File: src/rtl/pipe_stage_reg_if.sv
// Bus between a pipeline stage register and its driving logic: load/flush controls,
// the incoming slot, the registered slot, and the stall/flush event counters.
interface pipe_stage_reg_if #(
  parameter int PC_W  = 32,
  parameter int INS_W = 32,
  parameter int CNT_W = 16
);
  logic             wen;
  logic             flush;
  logic             d_valid;
  logic [PC_W-1:0]  d_pc4;
  logic [INS_W-1:0] d_ins;
  logic             cnt_clr;
  logic             q_valid;
  logic [PC_W-1:0]  q_pc4;
  logic [INS_W-1:0] q_ins;
  logic [CNT_W-1:0] stall_cnt;
  logic [CNT_W-1:0] flush_cnt;

  modport master (
    output wen, flush, d_valid, d_pc4, d_ins, cnt_clr,
    input  q_valid, q_pc4, q_ins, stall_cnt, flush_cnt
  );

  modport slave (
    input  wen, flush, d_valid, d_pc4, d_ins, cnt_clr,
    output q_valid, q_pc4, q_ins, stall_cnt, flush_cnt
  );
endinterface

File: src/rtl/pipe_stage_reg.sv
// IF/ID-style stage register with stall, flush-to-NOP and saturating event counters.
// One cycle load latency; wen=0 holds the slot, flush overrides stall.
module pipe_stage_reg #(
  parameter int               PC_W    = 32,
  parameter int               INS_W   = 32,
  parameter logic [INS_W-1:0] NOP_INS = '0,
  parameter int               CNT_W   = 16
) (
  input  logic                clock,
  input  logic                reset,
  pipe_stage_reg_if.slave     bus
);

  logic             valid_q, valid_d;
  logic [PC_W-1:0]  pc4_q, pc4_d;
  logic [INS_W-1:0] ins_q, ins_d;
  logic [CNT_W-1:0] stall_cnt_q, stall_cnt_d;
  logic [CNT_W-1:0] flush_cnt_q, flush_cnt_d;
  logic             stall_ev, flush_ev;

  // Events are judged on the slot contents before the edge.
  assign stall_ev = !bus.flush && !bus.wen && valid_q;
  assign flush_ev = bus.flush && valid_q;

  always_comb begin
    valid_d = valid_q;
    pc4_d   = pc4_q;
    ins_d   = ins_q;
    if (bus.flush) begin
      valid_d = 1'b0;
      ins_d   = NOP_INS;
    end else if (bus.wen) begin
      valid_d = bus.d_valid;
      pc4_d   = bus.d_pc4;
      ins_d   = bus.d_valid ? bus.d_ins : NOP_INS;
    end
  end

  always_comb begin
    stall_cnt_d = stall_cnt_q;
    flush_cnt_d = flush_cnt_q;
    if (bus.cnt_clr) begin
      stall_cnt_d = '0;
      flush_cnt_d = '0;
    end else begin
      if (stall_ev && (stall_cnt_q != '1)) stall_cnt_d = stall_cnt_q + CNT_W'(1);
      if (flush_ev && (flush_cnt_q != '1)) flush_cnt_d = flush_cnt_q + CNT_W'(1);
    end
  end

  always_ff @(posedge clock) begin
    if (reset) begin
      valid_q     <= 1'b0;
      pc4_q       <= '0;
      ins_q       <= NOP_INS;
      stall_cnt_q <= '0;
      flush_cnt_q <= '0;
    end else begin
      valid_q     <= valid_d;
      pc4_q       <= pc4_d;
      ins_q       <= ins_d;
      stall_cnt_q <= stall_cnt_d;
      flush_cnt_q <= flush_cnt_d;
    end
  end

  assign bus.q_valid   = valid_q;
  assign bus.q_pc4     = pc4_q;
  assign bus.q_ins     = ins_q;
  assign bus.stall_cnt = stall_cnt_q;
  assign bus.flush_cnt = flush_cnt_q;

endmodule

File: src/flat_wrapper.sv
// flat-port wrapper written by rule: the top's interface ports become plain ports
module pipe_stage_reg_flat 
#(
  parameter int               PC_W    = 32,
  parameter int               INS_W   = 32,
  parameter logic [INS_W-1:0] NOP_INS = '0,
  parameter int               CNT_W   = 16
)
  (clock, reset, bus_wen, bus_flush, bus_d_valid, bus_d_pc4, bus_d_ins, bus_cnt_clr, bus_q_valid, bus_q_pc4, bus_q_ins, bus_stall_cnt, bus_flush_cnt);
  pipe_stage_reg_if #(.PC_W(PC_W), .INS_W(INS_W), .CNT_W(CNT_W)) bus_i ();
  input  logic clock;
  input  logic reset;
  input wire logic [$bits(bus_i.wen)-1:0] bus_wen;
  input wire logic [$bits(bus_i.flush)-1:0] bus_flush;
  input wire logic [$bits(bus_i.d_valid)-1:0] bus_d_valid;
  input wire logic [$bits(bus_i.d_pc4)-1:0] bus_d_pc4;
  input wire logic [$bits(bus_i.d_ins)-1:0] bus_d_ins;
  input wire logic [$bits(bus_i.cnt_clr)-1:0] bus_cnt_clr;
  output wire logic [$bits(bus_i.q_valid)-1:0] bus_q_valid;
  output wire logic [$bits(bus_i.q_pc4)-1:0] bus_q_pc4;
  output wire logic [$bits(bus_i.q_ins)-1:0] bus_q_ins;
  output wire logic [$bits(bus_i.stall_cnt)-1:0] bus_stall_cnt;
  output wire logic [$bits(bus_i.flush_cnt)-1:0] bus_flush_cnt;
  assign bus_i.wen = bus_wen;
  assign bus_i.flush = bus_flush;
  assign bus_i.d_valid = bus_d_valid;
  assign bus_i.d_pc4 = bus_d_pc4;
  assign bus_i.d_ins = bus_d_ins;
  assign bus_i.cnt_clr = bus_cnt_clr;
  assign bus_q_valid = bus_i.q_valid;
  assign bus_q_pc4 = bus_i.q_pc4;
  assign bus_q_ins = bus_i.q_ins;
  assign bus_stall_cnt = bus_i.stall_cnt;
  assign bus_flush_cnt = bus_i.flush_cnt;
  pipe_stage_reg #(.PC_W(PC_W), .INS_W(INS_W), .NOP_INS(NOP_INS), .CNT_W(CNT_W)) u_core (.clock(clock), .reset(reset), .bus(bus_i));
endmodule
File: config.mk
export PLATFORM = sky130hd
export DESIGN_NAME = pipe_stage_reg_flat
export DESIGN_NICKNAME = d
export VERILOG_FILES = /design/src/rtl/pipe_stage_reg_if.sv /design/src/rtl/pipe_stage_reg.sv /design/src/flat_wrapper.sv
export SDC_FILE = /design/constraint.sdc
export NUM_CORES = 1
export LEC_CHECK = 0
export ABC_CLOCK_PERIOD_IN_PS = 2500
export BUFFER_PORTS_ARGS = -buffer_cell sky130_fd_sc_hd__clkbuf_2
export CORE_MARGIN = 5
export CORE_UTILIZATION = 40
export DETAILED_ROUTE_END_ITERATION = 7
export PLACE_DENSITY = 0.69
export SETUP_SLACK_MARGIN = 0.02
export SYNTH_ARGS = -nofsm -noshare
export SYNTH_HDL_FRONTEND = slang
export SYNTH_SLANG_ARGS = --single-unit
File: constraint.sdc
create_clock -name clock -period 2.5 [get_ports clock]
set_input_delay 0.125 -clock clock [delete_from_list [all_inputs] [get_ports clock]]
set_output_delay 0.125 -clock clock [all_outputs]
set_load 0.02 [all_outputs]
Yosys cells after proc, flatten, opt, wreduce, memory -nomap -nowiden --
Index checks and enable logic that the tools add are counted.
Storage, ports and cells: output and inout port bits 97, input bits 70, register bits after elaboration 97, logic and storage cells 21
Operators by class: reductions and logical operators 10, muxes and demuxes 1, bitwise logic cells 1, eq/ne operators 2, $add $sub $neg 2
Operators with widths (count):
- 16-bit by 1-bit adder with 16-bit output (second input constant) | 2
- 32-bit 2-to-1 mux | 1
- 16-bit != test (second input constant) | 2
- 1-bit logical AND | 5
- 2-bit OR reduction | 2
- 1-bit zero test | 2
- 2-bit AND reduction | 1
- 1-bit NOT | 1

Longest topological paths before layout --
Gate-level depths: netlist of the first run.
depth in word-level cells 4, mapped depth 7

Least setup slack after synthesis of the first run --
No wires, ideal clock.
path kind register to register, start register u_core.stall_cnt_q[0] (netlist: u_core.bus.stall_cnt[0]), end register u_core.stall_cnt_q[0] (netlist: u_core.bus.stall_cnt[0]), period minus slack after synthesis 2053 ps, arrival 1925 ps, path buffers 1, cell stages (with the launch flop) 8, setup time 128 ps, slack 447 ps, required time 2372 ps, path through dfxtp_1 > ha_1 > nand3_2 > or4_1 > buf_4 > o21ai_2 > xor2_1 > nor2_1
Between the ends: longest elaborated chain between the ends 2, elaborated cells on any way between the ends 3, classes of those cells 1 x add/sub; 1 x eq/ne; 1 x reduce/logical
RTL lines:
- start, declared | line pipe_stage_reg.sv:17 | logic [CNT_W-1:0] stall_cnt_q, stall_cnt_d;
- start signal, assigned | line pipe_stage_reg.sv:62 | stall_cnt_q <= stall_cnt_d;
- branches (longest 2 deep; another with 16-bit by 1-bit adder with 16-bit output)
Several ways; the timed one is not identified. A chain may end at the register's enable or synchronous reset.

Final worst setup path of the first run --
Same ends and word-level chain as after synthesis.

==> results of run 1 <==
-- logic make-up (layout without fill, tap and decap cells) --
group,Yosys count,count (layout),share of synthesized area
simple gates,194,194,0.242
flops,97,97,0.513
compound gates,90,90,0.154
buf+inv,29,244,0.0343
xor+xnor,22,22,0.0509
fa+ha+maj,2,2,0.00660
-- area by class of cell --
type	instances	area [um2]
clock buffer	10	128
clock inverter	6	67.6
fill	811	3800
inverter	3	11.3
multi-input combinational	308	1720
sequential	97	1940
tap	129	161
timing repair buffer	225	1410
-- critical path, stage by stage, from the launching register on --
cell and delay, ps:
dfxtp_1 430, ha_1 210, nand3_2 130, or4_1 740
o21ai_2 340, xor2_1 200, nor2_1 50
-- power groups by stage --
stage | combinational [mW] | clock [mW] | sequential, mW
after floorplan | 0.101 | 0 | 1.67
after global placement | 0.252 | 0 | 1.63
after detailed placement | 0.257 | 0 | 1.63
after CTS | 0.324 | 1.05 | 1.60
after global routing | 0.357 | 1.11 | 1.60
final | 0.327 | 1.02 | 1.60
-- metal layers --
layer / vias up / track usage
li1: 1917 / -
met1: 1793 / 0.225
met2: 126 / 0.343
met3: 28 / 0.0636
met4: 0 / 0.0767
met5: - / 0
-- worst paths after layout --
path	startpoint	to	slack [ps]	depth (start not counted)
worst max register to register	u_core.bus.stall_cnt[0]$_SDFFE_PP0P_	u_core.bus.stall_cnt[0]$_SDFFE_PP0P_	280	6
worst min register to register	u_core.bus.q_pc4[27]$_SDFFE_PP0P_	u_core.bus.q_pc4[27]$_SDFFE_PP0P_	460	2
worst max-delay path	u_core.bus.stall_cnt[0]$_SDFFE_PP0P_	u_core.bus.stall_cnt[0]$_SDFFE_PP0P_	280	6
worst min-delay path	bus_d_ins[1]	u_core.bus.q_ins[1]$_SDFFE_PP0P_	9	3
-- flip-flops by register name (all words and copies together) (netlist names) --
register,cells
u_core.bus.flush_cnt,16
u_core.bus.q_pc4,32
u_core.bus.q_valid,1
u_core.bus.q_ins,32
u_core.bus.stall_cnt,16
-- repair_timing --
item	in CTS	in global routing
hold buffers	54	0
hold endpoints to repair	54	0
setup buffers	0	0
endpoints found under the setup margin	0	0
-- synth_stat cells, drive strengths merged --
cell,n,area [um2]
dfxtp,97,1940
nand2,77,292
nor2,63,236
a21oi,37,185
a22oi,32,240
clkbuf,24,100
nand3,12,70.1
xnor2,11,96.3
xor2,11,96.3
o21ai,9,60.1
nor3,8,56.3
nand4,7,56.3
nor4,6,56.3
o211ai,6,45.0
or4,5,37.5
o2111ai,3,26.3
or3,3,18.8
and2,2,12.5
and3,2,12.5
buf,2,18.8
ha,2,25.0
inv,2,7.51
nor3b,2,15.0
nor4b,2,17.5
or2,2,12.5
a31oi,1,6.26
a41o,1,10.0
and4,1,8.76
clkinv,1,3.75
nand2b,1,6.26
o311ai,1,8.76
or3b,1,8.76
-- placed cells by master, fill, tap and decap left out, types with 2 or more instances in the layout --
cell type	netlist	layout
clkbuf_2	0	166
dfxtp_1	97	97
nand2_1	76	76
nor2_1	63	62
dlygate4sd3_1	0	54
a21oi_1	37	37
a22oi_1	32	32
xor2_1	11	11
xnor2_1	11	11
nand3_1	10	10
clkbuf_8	1	9
o21ai_0	7	7
nor3_1	6	6
o211ai_1	6	6
nand4_1	5	5
or4_1	5	5
buf_4	1	5
or3_1	3	3
nor4_2	3	3
o2111ai_1	3	3
nor4_1	3	3
nand4_2	2	2
inv_1	2	2
nand3_2	2	2
nor3b_1	2	2
or2_2	2	2
and2_1	2	2
and3_1	2	2
nor4b_1	2	2
ha_1	2	2
clkinvlp_4	0	2
==> key figures, run 1 <==
Global routing
  • All-Layer GR Usage: 0.198
  • Largest net degree at the start of global routing: 35
  • Gr ovfl total: 0
  • Vias in the first global route: approximately 4000
  • Initial antenna violation count: 0
  • Global-route wire length before repair: between 15 and 20 mm

Route
  • Routed Antenna Nets: 0
  • Top Metal Used: met4
  • Metal2 WL: approximately 5.6 mm
  • DRC viols: 0
  • Wl on met1: ~4.6 mm
  • Iter 0 DRT Violations: ~160
  • Post-Route WL: 11.4 mm
  • WL/cell: approximately 15 um
  • Met3 routed WL: roughly 810 um
  • Post-DR vias/cell: slightly below 5
  • Pre-antenna DRT Iters: 6
  • DR vias: around 3900

Yosys
  • Mean Syn Cell Area: approximately 8.7 um2
  • Synth Net Count: a little over 500
  • Synthesis Warnings: 0
  • Sequential share of the synthesized area: 0.513
  • Mapped Area: between 3000 and 4000 um2
  • Yosys cell types: 42
  • Synth Register Bits: 97
  • Mapped Cells: between 400 and 500

Power
  • Clock share of power: 0.346
  • Sw frac: 0.254
  • Gate power share: 0.111
  • Power Total: about 2.9 mW
  • Worst ir drop on vdd: 342 uV
  • Leakage power: 2.30 nW
  • PD cells: roughly 540 nW/um2
  • Sw Pwr: 0.749 mW
  • Internal power: 2.20 mW
  • Sequential power share: 0.542

Setup path
  • CP required: around 2700 ps
  • Kind of critical path: flip-flop to flip-flop
  • CP Launch Type: flip-flop
  • Crit Path Max Fanout: 10
  • Worst path arrival time: between 2000 and 2500 ps
  • CP Capture Type: flip-flop

Floorplanning
  • Die width: 107 um
  • Initial cell density of the core: 0.410
  • Die height: 107 um
  • I/O pin cnt: ~170
  • Die ar.: 11500 um2
  • Core box area: approximately 9200 um2
  • FP Rows: 35

Placement
  • HPWL after DPL: 7.51 mm
  • Post-DP Area: 4700 um2
  • # port buffers: 166
  • Pre-CTS WS: about 300 ps
  • Dpl cells: a little over 700
  • GP Congestion: just under 0.8

Cells and area
  • Non-filler cells, final: between 700 and 800
  • Final instance area: 5440 um2
  • Ant. Diodes: 0
  • Share of cells above drive strength 1: 0.310
  • Nets: slightly above 700
  • Area Growth Syn to Fin: 43.5%
  • Post-layout util: 0.588

Outcome
  • Run status: completed

Job
  • Max Cap Violations: 0

Clock network
  • Clock root buffer: clkbuf_8
  • CTS clk-pin slew, worst paths: ~90 ps
  • CTS tree: built
  • CTS resizes: 0
  • Worst skew pair latency: between 300 and 400 ps
  • # clock sinks: between 90 and 100
  • H-tree levels: 3
  • CTS buffer count: 9
  • Max clock buf depth: 2

Timing
  • TNS Setup: 0 ps
  • Final period util: 0.890
  • Final Setup Violations: 0
  • Setup Skew: approximately 8 ps
  • Smallest hold slack: approximately 8.9 ps
  • Final Max Tran Viols: 0
  • Max_slew headroom: 0.209
  • Min Tclk post-route: 2220 ps
  • RSZ-0062 raised after global routing: false
  • Fin. Hold Viols: 0
  • Tightest Pin Transition: approximately 1200 ps
  • Fmax: 450 MHz
  • Fin worst setup slack: approximately 280 ps

Hold path
  • Worst hold path type: primary input to flip-flop
(Power assumes the default switching activity.)
==> inputs of run 2 (changes only) <==
--- a/config.mk
+++ b/config.mk
@@ -6,11 +6,10 @@
 export NUM_CORES = 1
 export LEC_CHECK = 0
 export ABC_CLOCK_PERIOD_IN_PS = 2500
-export BUFFER_PORTS_ARGS = -buffer_cell sky130_fd_sc_hd__clkbuf_2
 export CORE_MARGIN = 5
 export CORE_UTILIZATION = 40
 export DETAILED_ROUTE_END_ITERATION = 7
-export PLACE_DENSITY = 0.69
+export DONT_BUFFER_PORTS = 1
 export SETUP_SLACK_MARGIN = 0.02
 export SYNTH_ARGS = -nofsm -noshare
 export SYNTH_HDL_FRONTEND = slang
==> run 2 against run 1 <==
Effect of this change:
- routed wire length down 9.0%
- critical endpoint unchanged
- cell count down 18%
- largest cell class unchanged
- die area unchanged
- non-clock buffer count down 141
- core utilization down 6.3 points
- via count down 13%
- critical path depth down 1
==> key figures, run 2 (synthesized netlist as in run 1, its figures left out) <==
Outcome
  • Run status: completed

Power
  • Power Total: roughly 3 mW
  • PD cells: around 630 nW/um2
  • Clock share of power: 0.392
  • Leakage power: roughly 1.7 nW
  • Gate power share: 0.067
  • Sequential power share: 0.541
  • Sw Pwr: 0.704 mW
  • Worst ir drop on vdd: about 260 uV
  • Internal power: between 2 and 2.5 mW
  • Sw frac: 0.231

Clock network
  • Worst skew pair latency: 350 ps
  • H-tree levels: 3
  • Setup bufs post-CTS: 0
  • Clock root buffer: clkbuf_8
  • Max clock buf depth: 2
  • # clock sinks: between 90 and 100
  • CTS tree: built
  • CTS clk-pin slew, worst paths: 90 ps
  • CTS resizes: 0
  • CTS buffer count: 9

Timing
  • Final period util: 0.872
  • Fin worst setup slack: approximately 320 ps
  • Min Tclk post-route: 2180 ps
  • RSZ-0062 raised after global routing: false
  • Final Setup Violations: 0
  • Fmax: ~460 MHz
  • Tightest Pin Transition: 1150 ps
  • TNS Setup: 0 ps
  • Fin. Hold Viols: 0
  • Smallest hold slack: between 60 and 70 ps
  • Setup Skew: between 8 and 9 ps
  • Max_slew headroom: 0.230
  • Final Max Tran Viols: 0

Route
  • Routed Antenna Nets: 0
  • Post-DR vias/cell: 5.29
  • Iter 0 DRT Violations: approximately 200
  • Pre-antenna DRT Iters: 4
  • DRC viols: 0
  • DR vias: 3365
  • Post-Route WL: 10.3 mm
  • WL/cell: around 16 um

Setup path
  • CP Capture Type: flip-flop
  • Kind of critical path: flip-flop to flip-flop
  • Crit Path Max Fanout: 10
  • Worst path arrival time: ~2400 ps
  • CP required: around 2700 ps
  • CP Launch Type: flip-flop

Cells and area
  • Commonest non-fill, non-tap cell in the layout: dfxtp_1
  • Most frequent cells in the layout: dfxtp_1, nand2_1, dlygate4sd3_1, nor2_1, a21oi_1
  • Nets: between 500 and 600
  • Area Growth Syn to Fin: 28.3%
  • Filler cells: approximately 830
  • Non-filler cells, final: 636
  • Share of cells above drive strength 1: 0.0947
  • Ant. Diodes: 0
  • Area of the multi-input gates: approximately 1700 um2
  • Sequential cell area: ~1900 um2

Global routing
  • Vias in the first global route: about 3300
  • Global-route wire length before repair: approximately 17 mm
  • Initial antenna violation count: 0
  • Gr ovfl total: 0
  • All-Layer GR Usage: 0.179
  • Largest net degree at the start of global routing: 34

Placement
  • Dpl cells: around 560
  • Pre-CTS WS: around 360 ps
  • # port buffers: 0
  • HPWL after DPL: approximately 6.8 mm
  • GP Congestion: around 0.75

Floorplanning
  • I/O pin cnt: 167
  • Initial cell density of the core: 0.410
  • Core box area: approximately 9000 um2
  • FP Rows: 35
  • Die height: between 100 and 150 um
  • Die ar.: 11500 um2
  • Die width: ~110 um

Hold path
  • Worst hold path type: primary input to flip-flop

Job
  • Max Cap Violations: 0
run 2: cell count changes in the layout (fill, tap and decap cells not counted):
cell,change
buf_4,+14
clkinv_4,-1
inv_6,-1
clkbuf_2,-166
clkinv_2,-1
dlygate4sd3_1,+11
bufinv_16,+2
run 2: what timing repair did:
| action | CTS | global route |
|---|---|---|
| endpoints found under the hold margin | 64 | 0 |
| hold buffers | 65 | 0 |
| endpoints found under the setup margin | 0 | 0 |
run 2: final cells by class:
type                    instances  share of cell area
repair buffers                 84               0.163
clock inverters                 5              0.0216
inverters                       3             0.00232
well taps                     129              0.0332
multi-input cells             308               0.354
clock buffers                  10              0.0263
flip-flops and latches         97               0.400
run 2: worst paths after layout:
kind                                         from                                    to  slack [ps]  cells after the start
max          u_core.bus.stall_cnt[3]$_SDFFE_PP0P_  u_core.bus.stall_cnt[0]$_SDFFE_PP0P_         320                      5
min                                         reset  u_core.bus.stall_cnt[3]$_SDFFE_PP0P_          60                      3
max reg2reg  u_core.bus.stall_cnt[3]$_SDFFE_PP0P_  u_core.bus.stall_cnt[0]$_SDFFE_PP0P_         320                      5
min reg2reg     u_core.bus.q_pc4[18]$_SDFFE_PP0P_     u_core.bus.q_pc4[18]$_SDFFE_PP0P_         570                      2
run 2: critical path, cell delays in order, from the launching register on:
cell and delay, ps:
dfxtp_1 520, nand3_2 210, or4_1 760, o21ai_2 330, xor2_1 180, nor2_1 50
run 2: per-stage QoR:
step | instance area [um2] | utilization
5_1_grt | 4860 | 0.526
3_5_place_dp | 3980 | 0.430
2_1_floorplan | 3790 | -
3_3_place_gp | 3980 | 0.430
6_report | 4860 | 0.526
4_1_cts | 4860 | 0.526
run 2: power by group through the flow:
stage                     clock, mW  sequential, mW  combinational, mW
final                          1.20            1.65              0.205
after global routing           1.28            1.65              0.228
after CTS                      1.22            1.65              0.200
after detailed placement          0            1.68              0.111
after global placement            0            1.68              0.107
after floorplan                   0            1.67              0.101
run 2: routing by layer:
metal	vias up	share of wire	routed length, um	global-route usage
li1	1639	-	-	-
met1	1579	0.40	4100	0.210
met2	134	0.49	5100	0.299
met3	13	0.095	984	0.0702
met4	0	0.014	140	0.0575
met5	-	0	0	0
==> inputs of run 3 (changes only) <==
==> constraint.sdc (replaced) <==
create_clock -name clock -period 2.5 [get_ports clock]
set_input_delay 0.125 -clock clock [delete_from_list [all_inputs] [get_ports clock]]
set_output_delay 0.125 -clock clock [all_outputs]
set_load 0.1 [all_outputs]
==> run 3 against run 2 <==
Effect of this change:
- sequential power is 4% lower
- routed wire length up 7.9%
- cell count grew 13%
- critical endpoint unchanged
==> key figures, run 3 (synthesized netlist as in run 1, its figures left out) <==
Clock network
  • CTS clk-pin slew, worst paths: ~90 ps
  • Clock root buffer: clkbuf_8
  • Setup bufs post-CTS: 0
  • # clock sinks: between 90 and 100
  • CTS tree: built
  • Worst skew pair latency: 350 ps
  • H-tree levels: 3
  • Max clock buf depth: 2
  • CTS buffer count: 9
  • CTS resizes: 0

Cells and area
  • Area Growth Syn to Fin: 43.3%
  • Post-layout util: 0.588
  • Share of cells above drive strength 1: 0.232
  • Area of the multi-input gates: 1720 um2
  • Filler cells: between 700 and 800
  • Ant. Diodes: 0
  • Most frequent cells in the layout: buf_4, dfxtp_1, nand2_1, dlygate4sd3_1, nor2_1
  • Nets: approximately 660
  • Commonest non-fill, non-tap cell in the layout: buf_4
  • Sequential cell area: slightly below 2000 um2

Floorplanning
  • FP Rows: 35
  • I/O pin cnt: approximately 170
  • Core box area: about 9000 um2
  • Die height: ~110 um
  • Die width: 107 um
  • Die ar.: between 10000 and 15000 um2
  • Initial cell density of the core: 0.410

Setup path
  • CP required: between 2000 and 3000 ps
  • Worst path arrival time: 2320 ps
  • CP Capture Type: flip-flop
  • CP max stage cell: or4_1
  • Critical Path Max Stage Delay: between 700 and 800 ps
  • CP Launch Type: flip-flop
  • Crit Path Max Fanout: 10
  • CP delay by family, top: simple AND/OR/NAND/NOR gates
  • Critical-path cell list: ha_1 -> nand3_2 -> or4_1 -> o21ai_2 -> xor2_1 -> nor2_1
  • Kind of critical path: flip-flop to flip-flop
  • CP Buf/Inv Count: 0

Power
  • PD cells: ~560 nW/um2
  • Leakage power: ~2.1 nW
  • Power Total: ~3.0 mW
  • Worst ir drop on vdd: roughly 340 uV

Global routing
  • Gr ovfl total: 0
  • Vias in the first global route: around 3700
  • Largest net degree at the start of global routing: 35
  • Initial antenna violation count: 0
  • Global-route wire length before repair: approximately 18 mm
  • All-Layer GR Usage: 0.193

Hold path
  • Worst hold path type: primary input to flip-flop

Route
  • WL/cell: 15.5 um
  • Post-Route WL: around 11 mm
  • Pre-antenna DRT Iters: 5
  • Routed Antenna Nets: 0
  • DRC viols: 0
  • DR vias: approximately 3700
  • Iter 0 DRT Violations: between 150 and 200
  • Post-DR vias/cell: roughly 5.1

Timing
  • Fin. Hold Viols: 0
  • Setup Skew: 9.24 ps
  • Min Tclk post-route: roughly 2100 ps
  • Final period util: 0.843
  • Final Setup Violations: 0
  • Max_slew headroom: 0.197
  • RSZ-0062 raised after global routing: false
  • Fmax: 475 MHz
  • TNS Setup: 0 ps
  • Tightest Pin Transition: between 1000 and 1500 ps
  • Final Max Tran Viols: 0

Outcome
  • Run status: completed

Job
  • Max Cap Violations: 0

Placement
  • GP Congestion: between 0.8 and 0.9
  • # port buffers: 0
  • HPWL after DPL: around 7.3 mm
==> run 3: cell types whose count changed in the layout (fill, tap and decap cells not counted) <==
cell | previous run | this run
dfxtp_1 | 97 | 91
buf_4 | 19 | 101
bufinv_16 | 3 | 0
clkinv_2 | 0 | 2
inv_6 | 0 | 2
dfxtp_2 | 0 | 6
dlygate4sd3_1 | 65 | 66
==> run 3: worst reg2reg max path, stage by stage (launching register included) <==
cell and delay, ps:
dfxtp_2 330, ha_1 190, nand3_2 140, or4_1 750, o21ai_2 340, xor2_1 180, nor2_1 50
==> run 3: layout make-up <==
class | instances | area share
Sequential cell | 97 | 0.359
Multi-Input combinational cell | 308 | 0.317
Clock inverter | 6 | 0.00783
Clock buffer | 10 | 0.0235
Timing Repair Buffer | 167 | 0.261
Tap cell | 129 | 0.0297
Inverter | 3 | 0.00207
==> run 3: where the power goes <==
part	switching, mW	internal [mW]	total [mW]
Clock	0.558	0.367	0.924
Sequential	0.0112	1.58	1.59
Combinational	0.376	0.147	0.523
==> run 3: timing repair <==
item | CTS | global route
hold buffers | 66 | 0
setup endpoints to repair | 0 | 0
endpoints found under the hold margin | 64 | 0
==> run 3: path summary, 6_finish.rpt <==
check	start	endpoint	slack, ps	depth (start not counted)
setup / recovery	u_core.bus.stall_cnt[0]$_SDFFE_PP0P_	u_core.bus.stall_cnt[0]$_SDFFE_PP0P_	390	6
hold / removal	reset	u_core.bus.stall_cnt[1]$_SDFFE_PP0P_	90	3
setup reg to reg	u_core.bus.stall_cnt[0]$_SDFFE_PP0P_	u_core.bus.stall_cnt[0]$_SDFFE_PP0P_	390	6
hold reg to reg	u_core.bus.q_pc4[26]$_SDFFE_PP0P_	u_core.bus.q_pc4[26]$_SDFFE_PP0P_	460	2
==> run 3: metal layers <==
metal | wire length [um] | track usage | vias to the layer above
li1 | - | - | 1801
met1 | 4400 | 0.227 | 1689
met2 | 5400 | 0.321 | 148
met3 | 1020 | 0.0630 | 27
met4 | 314 | 0.0804 | 0
met5 | 0 | 0 | -
==> run 3: metrics by stage <==
step | cells | hold WS [ps] | setup slack (ps) | area (um2)
6_report | 720 | 86.5 | 393 | 5430
5_1_grt | 720 | 107 | 230 | 5430
4_1_cts | 720 | 75.3 | 388 | 5430
3_5_place_dp | 638 | 199 | 400 | 4600
3_3_place_gp | 638 | 198 | 460 | 4600
2_1_floorplan | 434 | 261 | 13.1 | 3800
